**src/rtl/wii_cam_i2c_sequencer_if.sv**
```systemverilog
// wii_cam_i2c_sequencer_if: command/response bundle between the camera sequencer and i2c_master.
interface wii_cam_i2c_sequencer_if;
    logic        i2c_start;
    logic [6:0]  i2c_addr;
    logic [95:0] i2c_data;
    logic [4:0]  i2c_packets;
    logic        i2c_rw;
    logic        i2c_ready;
    logic [95:0] i2c_rdata;

    modport master (
        output i2c_start, i2c_addr, i2c_data, i2c_packets, i2c_rw,
        input  i2c_ready, i2c_rdata
    );

    modport slave (
        input  i2c_start, i2c_addr, i2c_data, i2c_packets, i2c_rw,
        output i2c_ready, i2c_rdata
    );
endinterface

```
**src/rtl/wii_cam_i2c_sequencer.sv**
```systemverilog
// wii_cam_i2c_sequencer: runs the IR camera init table once, then polls 12-byte frames forever.
module wii_cam_i2c_sequencer #(
    parameter logic [6:0] CAM_ADDR    = 7'h58,
    parameter int         STEP_DELAY  = 1000,
    parameter int         POLL_CYCLES = 100000,
    parameter int         TIMEOUT     = 65535
) (
    input  logic                          clk,
    input  logic                          reset,
    input  logic                          enable,
    wii_cam_i2c_sequencer_if.master       bus,
    output logic [95:0]                   frame_data,
    output logic                          frame_valid,
    output logic                          init_done,
    output logic                          error
);
    localparam int DP = (STEP_DELAY > POLL_CYCLES) ? STEP_DELAY : POLL_CYCLES;
    localparam int MX = (DP > TIMEOUT) ? DP : TIMEOUT;
    localparam int CW = $clog2(MX + 1);

    typedef enum logic [2:0] {S_IDLE, S_ISSUE, S_WAIT_BUSY, S_WAIT_DONE, S_DELAY, S_HALT} state_t;
    typedef enum logic [1:0] {OP_INIT, OP_PTR, OP_READ} op_t;

    state_t        r_state, w_state;
    op_t           r_op, w_op;
    logic [2:0]    r_step, w_step;
    logic [CW-1:0] r_cnt, w_cnt;
    logic [95:0]   r_data, w_data;
    logic [4:0]    r_packets, w_packets;
    logic          r_rw, w_rw;
    logic [95:0]   r_frame, w_frame;
    logic          r_valid, w_valid;
    logic          r_init_done, w_init_done;
    logic          r_error, w_error;
    logic          w_start;
    logic          w_timeout;
    logic [CW-1:0] w_limit;

    // {value, register}: register byte goes out first on the bus
    function automatic logic [15:0] init_word(input logic [2:0] s);
        case (s)
            3'd0:    return 16'h0130;
            3'd1:    return 16'h0830;
            3'd2:    return 16'h9006;
            3'd3:    return 16'hC008;
            3'd4:    return 16'h401A;
            default: return 16'h3333;
        endcase
    endfunction

    function automatic logic [95:0] op_data(input op_t op, input logic [2:0] s);
        return (op == OP_INIT) ? {80'd0, init_word(s)} : (op == OP_PTR) ? 96'h36 : 96'd0;
    endfunction

    assign w_timeout = (r_cnt == CW'(TIMEOUT - 1));
    // the only delay after an init write happens while op is still INIT; the poll delay runs with op already PTR
    assign w_limit   = (r_op == OP_INIT) ? CW'(STEP_DELAY - 1) : CW'(POLL_CYCLES - 1);

    always_comb begin
        w_state     = r_state;
        w_op        = r_op;
        w_step      = r_step;
        w_cnt       = r_cnt;
        w_data      = r_data;
        w_packets   = r_packets;
        w_rw        = r_rw;
        w_frame     = r_frame;
        w_valid     = 1'b0;
        w_init_done = r_init_done;
        w_error     = r_error;
        w_start     = 1'b0;
        case (r_state)
            S_IDLE: w_state = (enable && bus.i2c_ready) ? S_ISSUE : S_IDLE;
            S_ISSUE: begin
                if (bus.i2c_ready) begin
                    w_start = 1'b1;
                    w_state = S_WAIT_BUSY;
                    w_cnt   = '0;
                end
            end
            S_WAIT_BUSY: begin
                w_cnt = r_cnt + CW'(1);
                if (!bus.i2c_ready) begin
                    w_state = S_WAIT_DONE;
                    w_cnt   = '0;
                end else if (w_timeout) begin
                    w_state = S_HALT;
                    w_error = 1'b1;
                end
            end
            S_WAIT_DONE: begin
                w_cnt = r_cnt + CW'(1);
                if (bus.i2c_ready) begin
                    w_cnt   = '0;
                    w_state = enable ? S_ISSUE : S_IDLE;
                    if (r_op == OP_INIT) begin
                        if (r_step != 3'd5) begin
                            w_step  = r_step + 3'd1;
                            w_state = S_DELAY;
                        end else begin
                            w_init_done = 1'b1;
                            w_op        = OP_PTR;
                        end
                    end else if (r_op == OP_PTR) begin
                        w_op = OP_READ;
                    end else begin
                        w_frame = bus.i2c_rdata;
                        w_valid = 1'b1;
                        w_op    = OP_PTR;
                        w_state = S_DELAY;
                    end
                end else if (w_timeout) begin
                    w_state = S_HALT;
                    w_error = 1'b1;
                end
            end
            S_DELAY: begin
                w_cnt = r_cnt + CW'(1);
                if (r_cnt == w_limit) begin
                    w_state = enable ? S_ISSUE : S_IDLE;
                    w_cnt   = '0;
                end
            end
            default: ;
        endcase
        // command fields are loaded on entry to ISSUE so they are already valid in the start cycle
        if (w_state == S_ISSUE && r_state != S_ISSUE) begin
            w_data    = op_data(w_op, w_step);
            w_packets = (w_op == OP_READ) ? 5'd12 : (w_op == OP_PTR) ? 5'd1 : 5'd2;
            w_rw      = (w_op != OP_READ);
        end
    end

    always_ff @(posedge clk) begin
        if (reset) begin
            r_state     <= S_IDLE;
            r_op        <= OP_INIT;
            r_step      <= '0;
            r_cnt       <= '0;
            r_data      <= '0;
            r_packets   <= '0;
            r_rw        <= 1'b1;
            r_frame     <= '0;
            r_valid     <= 1'b0;
            r_init_done <= 1'b0;
            r_error     <= 1'b0;
        end else begin
            r_state     <= w_state;
            r_op        <= w_op;
            r_step      <= w_step;
            r_cnt       <= w_cnt;
            r_data      <= w_data;
            r_packets   <= w_packets;
            r_rw        <= w_rw;
            r_frame     <= w_frame;
            r_valid     <= w_valid;
            r_init_done <= w_init_done;
            r_error     <= w_error;
        end
    end

    assign bus.i2c_start   = w_start;
    assign bus.i2c_addr    = CAM_ADDR;
    assign bus.i2c_data    = r_data;
    assign bus.i2c_packets = r_packets;
    assign bus.i2c_rw      = r_rw;
    assign frame_data      = r_frame;
    assign frame_valid     = r_valid;
    assign init_done       = r_init_done;
    assign error           = r_error;
endmodule

```
**src/flat_wrapper.sv**
```systemverilog
// flat-port wrapper written by rule: the top's interface ports become plain ports
module wii_cam_i2c_sequencer_flat 
#(
    parameter logic [6:0] CAM_ADDR    = 7'h58,
    parameter int         STEP_DELAY  = 1000,
    parameter int         POLL_CYCLES = 100000,
    parameter int         TIMEOUT     = 65535
)
  (clk, reset, enable, frame_data, frame_valid, init_done, error, bus_i2c_start, bus_i2c_addr, bus_i2c_data, bus_i2c_packets, bus_i2c_rw, bus_i2c_ready, bus_i2c_rdata);
  wii_cam_i2c_sequencer_if bus_i ();
  input  logic clk;
  input  logic reset;
  input  logic enable;
  output logic [95:0] frame_data;
  output logic frame_valid;
  output logic init_done;
  output logic error;
  output wire logic [$bits(bus_i.i2c_start)-1:0] bus_i2c_start;
  output wire logic [$bits(bus_i.i2c_addr)-1:0] bus_i2c_addr;
  output wire logic [$bits(bus_i.i2c_data)-1:0] bus_i2c_data;
  output wire logic [$bits(bus_i.i2c_packets)-1:0] bus_i2c_packets;
  output wire logic [$bits(bus_i.i2c_rw)-1:0] bus_i2c_rw;
  input wire logic [$bits(bus_i.i2c_ready)-1:0] bus_i2c_ready;
  input wire logic [$bits(bus_i.i2c_rdata)-1:0] bus_i2c_rdata;
  assign bus_i2c_start = bus_i.i2c_start;
  assign bus_i2c_addr = bus_i.i2c_addr;
  assign bus_i2c_data = bus_i.i2c_data;
  assign bus_i2c_packets = bus_i.i2c_packets;
  assign bus_i2c_rw = bus_i.i2c_rw;
  assign bus_i.i2c_ready = bus_i2c_ready;
  assign bus_i.i2c_rdata = bus_i2c_rdata;
  wii_cam_i2c_sequencer #(.CAM_ADDR(CAM_ADDR), .STEP_DELAY(STEP_DELAY), .POLL_CYCLES(POLL_CYCLES), .TIMEOUT(TIMEOUT)) u_core (.clk(clk), .reset(reset), .enable(enable), .bus(bus_i), .frame_data(frame_data), .frame_valid(frame_valid), .init_done(init_done), .error(error));
endmodule
```
**config.mk**
```make
export PLATFORM = sky130hd
export DESIGN_NAME = wii_cam_i2c_sequencer_flat
export DESIGN_NICKNAME = d
export VERILOG_FILES = /design/src/rtl/wii_cam_i2c_sequencer_if.sv /design/src/rtl/wii_cam_i2c_sequencer.sv /design/src/flat_wrapper.sv
export SDC_FILE = /design/constraint.sdc
export NUM_CORES = 1
export LEC_CHECK = 0
export BUFFER_PORTS_ARGS = -buffer_cell sky130_fd_sc_hd__buf_4
export CORE_MARGIN = 4
export CORE_UTILIZATION = 40
export CTS_CLUSTER_DIAMETER = 200
export DETAILED_ROUTE_END_ITERATION = 16
export GPL_TIMING_DRIVEN = 0
export PLACE_DENSITY = 0.71
export SYNTH_ARGS = -nofsm -noshare
export SYNTH_HDL_FRONTEND = slang
export SYNTH_SLANG_ARGS = --single-unit
```
**constraint.sdc**
```tcl
create_clock -name clk -period 4.95 [get_ports clk]
set_input_delay 0.2475 -clock clk [delete_from_list [all_inputs] [get_ports clk]]
set_output_delay 0.2475 -clock clk [all_outputs]
set_load 0.05 [all_outputs]
```
Word level (Yosys, flattened, before mapping)
Cells that the tools add are included. Widths: inputs -> output; s select.

Flip-flop bits (word level): 226. Bits of input ports: 100. Output and inout port bits: 209. Logic and storage cells: 89.

Add/sub/neg operators: 2. Eq/ne operators: 20. Muxes and demuxes: 38. Bitwise logic cells: 5. Reduce and logical (&&, ||, !) cells: 13.

Operators by type and width (number): $mux 96 (1); $mux 17 (5); $pmux 16 s5 (1); $pmux 17 s4 (1); $mux 3 (12); $add 17x1->17 const B (1); $eq 17x16->1 const B (1); $eq 17x17->1 (1); $pmux 3 s5 (1); $eq 3x2->1 const B (4); $mux 2 (6); $eq 3x1->1 const B (3); $mux 1 (8); $ne 2x2->1 const B (4); $reduce_and 4->1 (2); $eq 3x3->1 const B (2); $logic_not 3->1 (2); $mux 6 (1); $mux 5 (1); $not 1->1 (5); $eq 2x1->1 const B (2); $logic_not 2->1 (2); $reduce_bool 4->1 (1); $reduce_or 4->1 (1); 9 further kinds (10).

Longest topological paths before layout
Gate-level depths: netlist of run 1.

Depth in word-level cells: 8. Depth in mapped cells: 9. Depth with buffers taken out: 9.

Worst setup path before layout of run 1
OpenSTA, ideal clock, no wires.

Path type: flip-flop to flip-flop. From: register u_core.r_cnt[11]. To: register u_core.r_data[4], in the netlist u_core.bus.i2c_data[4]. Library setup time: 0.121 ns. Data arrival time: 2.182 ns. Data required time: 4.829 ns. Path slack: 2.647 ns. Stages on the path, launching flop included: 8. Path buffers: 1. Clock period less this slack: 2.303 ns. Cells stage by stage: dfxtp_1 > or4_4 > a2111oi_4 > o211ai_2 > a31oi_4 > nand3_2 > buf_6 > mux2_4.

Word-level cells in the longest chain between the ends: 6. Elaborated cells on any way between the ends: 9. Classes of those cells: eq/ne: 3; mux: 5; reduce/logical: 1.

Ends and longest elaborated chain: start, declared (RTL line wii_cam_i2c_sequencer.sv:27) `logic [CW-1:0] r_cnt, w_cnt;`; start signal, assigned (RTL line wii_cam_i2c_sequencer.sv:151) `r_cnt <= w_cnt;`; $eq 17x16->1 (RTL line wii_cam_i2c_sequencer.sv:55) `assign w_timeout = (r_cnt == CW'(TIMEOUT - 1));`; $mux 3 (RTL line wii_cam_i2c_sequencer.sv:86, wii_cam_i2c_sequencer.sv:112); $mux 3 (on tied branches) (RTL line wii_cam_i2c_sequencer.sv:93, wii_cam_i2c_sequencer.sv:83); $pmux 3 s5 (*) (RTL line wii_cam_i2c_sequencer.sv:72) `case (r_state)`; $eq 3x1->1 (*) (RTL line wii_cam_i2c_sequencer.sv:127) `if (w_state == S_ISSUE && r_state != S_ISSUE) begin`; $logic_and 1x1->1 (*) (RTL line wii_cam_i2c_sequencer.sv:127); end signal, assigned (RTL line wii_cam_i2c_sequencer.sv:152) `r_data <= w_data;`; end, declared (RTL line wii_cam_i2c_sequencer.sv:28) `logic [95:0] r_data, w_data;`.

Every way passes the cells marked *; elsewhere a longest branch is shown, timed or not. A chain may end at the register's enable or synchronous reset.

Final worst setup path of run 1
From: register u_core.r_step[0]. To: register u_core.r_data[14], in the netlist u_core.bus.i2c_data[14].

Word-level cells in the longest chain between the ends: 8. Elaborated cells on any way between the ends: 24. Classes of those cells: add/sub: 1; eq/ne: 6; mux: 14; reduce/logical: 3.

Ends and longest elaborated chain: start, declared (RTL line wii_cam_i2c_sequencer.sv:26) `logic [2:0] r_step, w_step;`; start signal, assigned (RTL line wii_cam_i2c_sequencer.sv:150) `r_step <= w_step;`; $add 3x1->3 or $ne 3x3->1 (tied branches) (RTL line wii_cam_i2c_sequencer.sv:98, wii_cam_i2c_sequencer.sv:97); $mux 3 (RTL line wii_cam_i2c_sequencer.sv:97) `if (r_step != 3'd5) begin`; $mux 3 (RTL line wii_cam_i2c_sequencer.sv:96) `if (r_op == OP_INIT) begin`; $mux 3 (RTL line wii_cam_i2c_sequencer.sv:93) `if (bus.i2c_ready) begin`; $mux 3 (RTL line wii_cam_i2c_sequencer.sv:72); $eq 3x3->1 (tied with other cells) (RTL line wii_cam_i2c_sequencer.sv:41) `case (s)`; $pmux 16 s5 (RTL line wii_cam_i2c_sequencer.sv:41); $mux 96 (RTL line wii_cam_i2c_sequencer.sv:52) `return (op == OP_INIT) ? {80'd0, init_word(s)} : (op == OP_PTR) ? 96'h36 : 96'd0;`.

Parallel ways exist; a longest one is shown, timed or not.

==> flow_summary.json, run 1 <==
{
  "syn_area_um2": 6410,
  "synthDominantCellAreaShare_pct": 43.1,
  "clock_sinks": 138,
  "drc": 0,
  "dieArea_um2": 18100,
  "finalSetupViolCount": 0,
  "io_pins": 309,
  "die_w_um": 135,
  "drv_cap": 0,
  "grt_usage_pct": 19.6,
  "synth.cells.most_frequent": "nand2_1 (209), dfxtp_1 (138), a21oi_1 (109)",
  "cts_resized": 0,
  "detail_route.wl_per_cell_um": 13.6,
  "core_area_um2": 15800,
  "async_flop_share_pct": 0,
  "min_path_type": "in2reg",
  "rsz0062_at_grt": "no",
  "grt_pass1_vias": 5611,
  "drt-initial-drc-count": 271,
  "fin_ws_ps": 2330,
  "p_leak_nw": 4.12,
  "rows": 46,
  "initial_core_util_pct": 40.6,
  "synth.most_common_cell": "nand2_1",
  "layout-drive-gt1-share_pct": 31.6,
  "die_h_um": 135,
  "cts-root-buf": "clkbuf_16",
  "crit_path_top_delay_cell": "dfxtp_1",
  "num_vias": 6010,
  "tns_ps": 0,
  "critPathKind": "reg2reg",
  "clock.fmax_mhz": 382,
  "fin_crit_ps": 2620,
  "crit_arrival_ps": 2910,
  "dp_hpwl_mm": 14.2,
  "power_density_nw_per_um2": 299,
  "grt_overflow": 0,
  "ys.flop_type": "dfxtp_1",
  "cts.path.max_buffers": 2,
  "tightestPinTransition_ps": 745,
  "place_ws_ps": 2350,
  "slew_violations": 0,
  "cts_tree": "yes",
  "synth-edff-count": 0,
  "cts_hold_buf": 0,
  "crit_family": "simple AND/OR/NAND/NOR gates",
  "clkLatencyLatePin_ps": 420,
  "max_stage_delay_ps": 490,
  "routed_wl_mm": 18.5,
  "critPathRequiredTime_ps": 5240,
  "syn2layout_area_growth_pct": 44.1,
  "fin_worst_skew_ps": 14.1,
  "drt_pass1_iterations": 5,
  "whs_ps": 69.9,
  "antenna_found_initial": 0,
  "critPathLaunch": "u_core.r_step[0]",
  "synth_cells": 801,
  "maxSlewHeadroom_pct": 50.4,
  "viasPerCell": 4.44,
  "hp-start": "bus_i2c_rdata[43]",
  "syn_avg_cell_area_um2": 8.00,
  "grt_max_degree": 17,
  "worst_setup_path_end_kind": "flop",
  "grt_pass1_wl_mm": 28.5,
  "fill_cells": 1477,
  "yosys_warnings": 0,
  "io_buffers": 217,
  "numCtsBuffers": 17,
  "finalHoldViolCount": 0,
  "synth.area.top_cells": "dfxtp_1 (43%), nand2_1 (12%), buf_4 (11%), a21oi_1 (8.5%), nor2_1 (2.4%)",
  "status": "finished, final reports clean",
  "ir_drop_uv": 247,
  "ant_nets": 0,
  "antenna_cells": 0,
  "routabilityCongestion": 0.817,
  "layout.nets": 1233,
  "cp-start-kind": "flop",
  "ys_seq_elements": 138,
  "critPathMaxFanout": 9,
  "worst-path-buf-inv": 1,
  "synth_largest_area_cell": "dfxtp_1",
  "r2r_start": "u_core.r_step[0]",
  "clk_pin_slew_worst_paths_ps": 60,
  "synth_seq_area_share_pct": 43.1,
  "path_cells": "ha_1 > or3b_1 > nor4b_1 > or2_2 > clkbuf_1 > mux2_2 > o211ai_1 > mux2i_1",
  "yosysUniqueCellTypes": 58,
  "htreeDepth": 4,
  "timing.final.crit_share_pct": 52.8,
  "cts_setup_buffers": 0
}
==> logic make-up (layout without fill, tap and decap cells) <==
group / after synthesis / after routing / share of synthesized area [%]
multiplexers: 15 / 15 / 2.58
XOR/XNOR: 18 / 18 / 2.46
other: 2 / 91 / 0.117
AND/OR/NAND/NOR: 323 / 323 / 22.4
buffers and inverters: 152 / 401 / 14.6
flip-flops: 138 / 138 / 43.1
AO/OA/AOI/OAI: 146 / 146 / 13.3
adder cells (fa/ha/maj): 7 / 7 / 1.37
==> where the power goes <==
group	switching, mW	leakage (nW)	internal, mW
clock	0.481	0.293	0.774
sequential	0.00636	1.11	1.12
combinational	0.249	2.71	0.137
total	0.737	4.12	2.03
==> flip-flops by register name, summed over array words and instances (netlist names) <==
signal and count:
u_core.r_step 3, u_core.frame_valid 1, u_core.r_op 2, u_core.bus.i2c_packets 3
u_core.init_done 1, u_core.bus.i2c_rw 1, u_core.frame_data 96, u_core.r_state 3
u_core.error 1, u_core.r_cnt 17, u_core.bus.i2c_data 10
==> stage by stage <==
stage | area [um^2] | total power [mW] | util [%] | instances
floorplan | 6740 | 1.44 | - | 890
global placement | 8640 | 1.53 | 54.8 | 1323
detailed placement | 8640 | 1.53 | 54.8 | 1323
CTS | 9240 | 2.78 | 58.6 | 1355
global route | 9240 | 2.86 | 58.6 | 1355
finish | 9240 | 2.77 | 58.6 | 1355
==> cells in the final DEF, fill, tap and decap left out, types with 12 or more instances in the layout <==
| cell type | instances |
|---|---|
| buf_4 | 312 |
| nand2_1 | 209 |
| dfxtp_1 | 138 |
| a21oi_1 | 109 |
| conb_1 | 91 |
| clkbuf_1 | 41 |
| nor2_1 | 41 |
| clkbuf_16 | 17 |
| xnor2_1 | 13 |
| inv_1 | 12 |
| nand2b_1 | 12 |
==> final cells by class <==
class / instances / area (um^2) / share of cell area (%)
clock buffers: 24 / 512 / 5.54
well taps: 216 / 270 / 2.93
clock inverters: 8 / 82.6 / 0.894
repair buffers: 217 / 1630 / 17.6
inverters: 12 / 45.0 / 0.488
flip-flops and latches: 138 / 2760 / 29.9
plain buffers: 140 / 891 / 9.64
multi-input cells: 600 / 3050 / 33.0
==> metal layers <==
layer / up-vias / global-route usage (%) / wire length, um / part of all wire, %
met5: - / 0 / 0 / 0
met4: 0 / 7.52 / 345 / 1.9
met3: 20 / 7.34 / 1790 / 9.7
met2: 227 / 32.0 / 8810 / 48
met1: 2654 / 23.7 / 7510 / 41
li1: 3109 / - / - / -
==> worst paths after layout <==
kind         slack [ps]  cells after the start                       to
max                2330                      8  u_core.bus.i2c_data[14]
min                  70                      3    u_core.frame_data[43]
max reg2reg        2330                      8  u_core.bus.i2c_data[14]
min reg2reg         450                      2    u_core.frame_data[28]
==> worst register-to-register path, delay by kind of cell, from the launching register on <==
family | cells | cell delay [ps]
compound gates | 1 | 170
fa+ha+maj | 1 | 270
buf+inv | 1 | 260
flops | 1 | 490
mux | 2 | 460
simple gates | 3 | 850
No activity file was read; power rests on OpenSTA's default activity.
==> run 2, diff against run 1 <==
--- a/config.mk
+++ b/config.mk
@@ -11,7 +11,7 @@
 export CTS_CLUSTER_DIAMETER = 200
 export DETAILED_ROUTE_END_ITERATION = 16
 export GPL_TIMING_DRIVEN = 0
-export PLACE_DENSITY = 0.71
+export PLACE_DENSITY = 0.74
 export SYNTH_ARGS = -nofsm -noshare
 export SYNTH_HDL_FRONTEND = slang
 export SYNTH_SLANG_ARGS = --single-unit
==> constraint.sdc (replaced) <==
create_clock -name clk -period 2.2 [get_ports clk]
set_input_delay 0.11 -clock clk [delete_from_list [all_inputs] [get_ports clk]]
set_output_delay 0.11 -clock clk [all_outputs]
set_load 0.05 [all_outputs]
==> run 2 against run 1 <==
Effect of this change: the flow now finishes with violations (negative setup slack); sequential share of layout area shrank 3.9 points; critical path type unchanged; sequential power increased by 120%; non-clock buffer count grew 115; count of clock-buffer cells in the layout decreased by 3.
==> flow_summary.json, run 2 (same netlist as run 1, synthesis figures left out) <==
{
  "slew_violations": 0,
  "num_vias": 6878,
  "routed_wl_mm": 22.8,
  "fill_cells": 1208,
  "path_cells": "or4_4 > a2111oi_4 > o211ai_2 > a31oi_4 > nand3_4 > buf_8 > mux2_4",
  "crit_path_top_delay_cell": "or4_4",
  "dieArea_um2": 18100,
  "layout.nets": 1348,
  "finalHoldViolCount": 0,
  "power_density_nw_per_um2": 640,
  "register_area_um2": 2790,
  "grt_pass1_vias": 6906,
  "clock_sinks": 138,
  "ant_nets": 0,
  "min_path_type": "in2reg",
  "cts_tree": "yes",
  "critPathKind": "reg2reg",
  "cts.path.max_buffers": 2,
  "initial_core_util_pct": 40.6,
  "worst_setup_path_end_kind": "flop",
  "fin_util_pct": 67.8,
  "numCtsBuffers": 17,
  "dp_hpwl_mm": 14.3,
  "p_clk_share_pct": 47.4,
  "worst-path-buf-inv": 1,
  "largest_reg_flops": 96,
  "grt_usage_pct": 23.9,
  "fin_crit_ps": 2220,
  "die_h_um": 135,
  "netSwitchingFraction_pct": 25.6,
  "tightestPinTransition_ps": 639,
  "min_to": "u_core.r_state[0]",
  "grt_max_degree": 17,
  "viasPerCell": 4.68,
  "io_pins": 309,
  "maxSlewHeadroom_pct": 57.4,
  "die_w_um": 135,
  "status": "finished with violations",
  "routabilityCongestion": 0.831,
  "critPathMaxFanout": 5,
  "rsz0062_at_grt": "yes",
  "placed_cells": 1323,
  "drv_cap": 0,
  "p_leak_nw": 4.77,
  "htreeDepth": 4,
  "antenna_found_initial": 0,
  "max_stage_delay_ps": 560,
  "clock.fmax_mhz": 450,
  "fin_worst_skew_ps": 8.85,
  "r2r_start": "u_core.r_cnt[14]",
  "multi_input_area_um2": 3240,
  "drt_pass1_iterations": 7,
  "core_area_um2": 15800,
  "violations": "negative setup slack",
  "cp-start-kind": "flop",
  "layout_commonest_cell": "buf_4",
  "clk_pin_slew_worst_paths_ps": 60,
  "r2r_setup_slack_ps": -20,
  "worstRegToRegCells": 7,
  "critPathRequiredTime_ps": 2510,
  "hp-start": "enable",
  "fin_cells": 1469,
  "drc": 0,
  "mostFrequentLayoutCells": "buf_4 (333), nand2_1 (207), dfxtp_1 (126), a21oi_1 (108), dlygate4sd3_1 (97)",
  "r2r_end": "u_core.bus.i2c_data[5]",
  "fin_ws_ps": -23.6,
  "seqPwrFrac_pct": 36.9,
  "grt_pass1_wl_mm": 34.6,
  "antenna_cells": 0,
  "finalSetupViolCount": 4,
  "crit_family": "simple AND/OR/NAND/NOR gates",
  "rows": 46,
  "p_switching_mw": 1.75,
  "cts-root-buf": "clkbuf_16",
  "syn2layout_area_growth_pct": 66.9,
  "ir_drop_uv": 572,
  "timing.final.crit_share_pct": 101,
  "pwr-share-comb_pct": 15.7,
  "layout-drive-gt1-share_pct": 34.9,
  "clkLatencyLatePin_ps": 430,
  "drt-initial-drc-count": 333,
  "detail_route.wl_per_cell_um": 15.5,
  "hold_depth": 3,
  "crit_arrival_ps": 2540,
  "grt_overflow": 0,
  "p_int_mw": 5.10,
  "io_buffers": 217
}
-- run 2: power groups by stage --
stage | Combinational [mW] | Sequential, mW | Clock (mW)
after global routing | 1.13 | 2.53 | 3.39
after floorplan | 0.613 | 2.63 | 0
after detailed placement | 0.859 | 2.59 | 0
after global placement | 0.857 | 2.59 | 0
final | 1.07 | 2.53 | 3.25
after CTS | 1.03 | 2.53 | 3.27
-- run 2: cell type report --
cell class                      instances  area share (%)
Clock inverter                         10            1.77
Clock buffer                           21            4.49
Inverter                               12           0.421
Timing Repair Buffer                  336            26.0
Tap cell                              216            2.53
Sequential cell                       138            26.0
Buffer                                136            8.48
Multi-Input combinational cell        600            30.3
-- run 2: per-stage QoR --
step | power (mW) | instance area (um^2) | hold WS (ps) | setup slack (ps) | TNS, ps
after floorplan | 3.24 | 6750 | 246 | 9.58 | 0
after global placement | 3.44 | 8650 | 355 | -385 | -18030
after detailed placement | 3.45 | 8650 | 366 | -452 | -20440
after CTS | 6.83 | 10500 | 55.5 | -46.9 | -169
after global routing | 7.05 | 10700 | 108 | -99.8 | -1350
final | 6.85 | 10700 | 93.5 | -23.6 | -67.3
-- run 2: worst max path at each step --
stage                                  from                      end  slack, ps  cells after the start
final                      u_core.r_cnt[14]   u_core.bus.i2c_data[5]        -20                      7
after CTS                  u_core.r_cnt[14]   u_core.bus.i2c_data[5]        -50                      7
after global routing         u_core.r_op[0]   u_core.bus.i2c_data[4]       -100                      7
after detailed placement  u_core.r_state[1]     u_core.frame_data[3]       -450                      8
after floorplan            u_core.r_step[1]  u_core.bus.i2c_data[11]         10                      7
after global placement    u_core.r_state[2]     u_core.frame_data[1]       -390                      8
-- run 2: what timing repair did --
item,in CTS,in global routing
cloned,0,0
hold buffers,97,0
hold endpoints to repair,97,0
setup buffers,10,12
endpoints found under the setup margin,89,108
resized for setup,43,36
pin swaps,10,16
-- run 2: per-layer routing --
layer	GRT usage, %	wire length (um)	up-vias
met5	0	0	-
met4	11.4	823	0
met3	8.53	1920	61
met2	40.4	11300	292
met1	26.9	8770	3186
li1	-	-	3339
-- run 2: worst reg2reg max path: stages (launching register included) --
cell       delay [ps]
dfxtp_2           320
or4_4             560
a2111oi_4         250
o211ai_2          200
a31oi_4           230
nand3_4           120
buf_8             160
mux2_4            280
==> run 3, diff against run 2 <==
--- a/config.mk
+++ b/config.mk
@@ -11,6 +11,7 @@
 export CTS_CLUSTER_DIAMETER = 200
 export DETAILED_ROUTE_END_ITERATION = 16
 export GPL_TIMING_DRIVEN = 0
+export MAX_ROUTING_LAYER = met4
 export PLACE_DENSITY = 0.74
 export SYNTH_ARGS = -nofsm -noshare
 export SYNTH_HDL_FRONTEND = slang
==> constraint.sdc (replaced) <==
create_clock -name clk -period 1.9 [get_ports clk]
set_input_delay 0.095 -clock clk [delete_from_list [all_inputs] [get_ports clk]]
set_output_delay 0.095 -clock clk [all_outputs]
set_load 0.05 [all_outputs]
==> run 3 against run 2 <==
Effect of this change: the flow still finishes with violations (negative setup slack); first-iteration DRC count rose by 22%; sequential share of layout area about the same; worst setup slack got worse by 290 ps; highest routed layer unchanged; critical path type unchanged; register-to-register slack lost 290 ps; final cell count grew 0.41%; via count fell by 0.25%.
==> flow_summary.json, run 3 (same netlist as run 1, synthesis figures left out) <==
{
  "min_path_type": "in2reg",
  "io_buffers": 217,
  "htreeDepth": 4,
  "viasPerCell": 4.65,
  "grt_overflow": 0,
  "whs_ps": 121,
  "status": "finished with violations",
  "fin_ws_ps": -309,
  "tightestPinTransition_ps": 664,
  "place_ws_ps": -732,
  "io_pins": 309,
  "routabilityCongestion": 0.868,
  "power_density_nw_per_um2": 706,
  "violations": "negative setup slack",
  "ir_drop_uv": 847,
  "crit_arrival_ps": 2520,
  "maxSlewHeadroom_pct": 55.8,
  "hold_depth": 3,
  "layout_commonest_cell": "buf_4",
  "clock.fmax_mhz": 453,
  "layout-drive-gt1-share_pct": 35.5,
  "dieArea_um2": 18100,
  "cp-start-kind": "flop",
  "antenna_found_initial": 1,
  "clock_sinks": 138,
  "critPathMaxFanout": 6,
  "critPathLaunch": "u_core.r_op[1]",
  "met3_length_mm": 1.78,
  "met2_length_mm": 11.2,
  "fin_util_pct": 67.8,
  "drt_pass1_iterations": 5,
  "slew_violations": 0,
  "critPathRequiredTime_ps": 2210,
  "rows": 46,
  "r2r_setup_slack_ps": -310,
  "grt_pass1_wl_mm": 34.1,
  "grt_pass1_vias": 6759,
  "initial_core_util_pct": 40.6,
  "cts-root-buf": "clkbuf_16",
  "cts_tree": "yes",
  "syn2layout_area_growth_pct": 66.9,
  "critPathKind": "reg2reg",
  "fin_worst_skew_ps": 8.08,
  "tns_ps": -6090,
  "min_to": "u_core.r_state[0]",
  "clkLatencyLatePin_ps": 420,
  "p_leak_nw": 4.79,
  "largest_reg_flops": 96,
  "r2r_end": "u_core.bus.i2c_data[4]",
  "timing.final.crit_share_pct": 116,
  "dp_hpwl_mm": 14.0,
  "grt_usage_pct": 24.2,
  "core_area_um2": 15800,
  "detail_route.wl_per_cell_um": 15.3,
  "drc": 0,
  "hp-start": "enable",
  "layout.nets": 1352,
  "drv_cap": 0,
  "num_vias": 6861,
  "grt_max_degree": 17,
  "numCtsBuffers": 17,
  "worstRegToRegCells": 7,
  "rsz0062_at_grt": "yes",
  "die_w_um": 135,
  "r2r_start": "u_core.r_op[1]",
  "met1Wirelength_mm": 8.53,
  "worst_setup_path_end_kind": "flop",
  "fin_crit_ps": 2210,
  "finalHoldViolCount": 0,
  "routed_wl_mm": 22.6,
  "mostFrequentLayoutCells": "buf_4 (334), nand2_1 (207), dfxtp_1 (124), a21oi_1 (108), dlygate4sd3_1 (97)",
  "top_layer_used": "met4",
  "finalPower_mw": 7.55,
  "drt-initial-drc-count": 407,
  "clk_pin_slew_worst_paths_ps": 60,
  "finalSetupViolCount": 31,
  "die_h_um": 135,
  "cts.path.max_buffers": 2,
  "ant_nets": 0
}
## run 3: repair_timing
item / CTS / global route
pin swaps: 11 / 13
buffers inserted: 17 / 9
gates resized for setup: 31 / 54
endpoints found under the hold margin: 97 / 0
hold buffers: 97 / 0
setup endpoints to repair: 129 / 123
## run 3: where the power goes
part / total [mW] / internal, mW / switching (mW)
Sequential: 2.93 / 2.91 / 0.0167
Combinational: 1.25 / 0.538 / 0.717
Clock: 3.37 / 2.07 / 1.30
Total: 7.55 / 5.52 / 2.03
## run 3: routing by layer
layer / GRT usage, % / vias up
met5: - / -
met3: 6.37 / 87
li1: - / 3345
met4: 12.5 / 0
met2: 39.9 / 345
met1: 27.0 / 3084
## run 3: worst max path at each step
| stage | endpoint | cells after the start | slack, ps |
|---|---|---|---|
| global route | u_core.bus.i2c_data[1] | 9 | -360 |
| finish | u_core.bus.i2c_data[4] | 7 | -310 |
| detailed placement | u_core.frame_data[75] | 8 | -730 |
| floorplan | u_core.bus.i2c_data[4] | 7 | -230 |
| CTS | u_core.bus.i2c_data[4] | 7 | -330 |
| global placement | u_core.frame_data[73] | 8 | -700 |
## run 3: cell type report
type | instances | area (um^2)
antenna | 1 | 2.50
tap | 216 | 270
multi-input combinational | 600 | 3220
buffer | 136 | 943
clock buffer | 22 | 484
timing repair buffer | 340 | 2820
fill | 1230 | 5070
inverter | 12 | 45.0
clock inverter | 10 | 115
sequential | 138 | 2790
## run 3: worst max-delay path, stage by stage, from the launching register on
cell and delay, ps:
dfxtp_4 360, or3_4 370, a2111oi_4 390, o211ai_2 190
a31oi_4 220, nand3_4 120, buf_8 150, mux2_4 290
## run 3: through the flow
stage	area, um^2	std cells
finish	10700	1475
global route	10700	1475
CTS	10500	1466
detailed placement	8720	1323
global placement	8720	1323
floorplan	6820	890
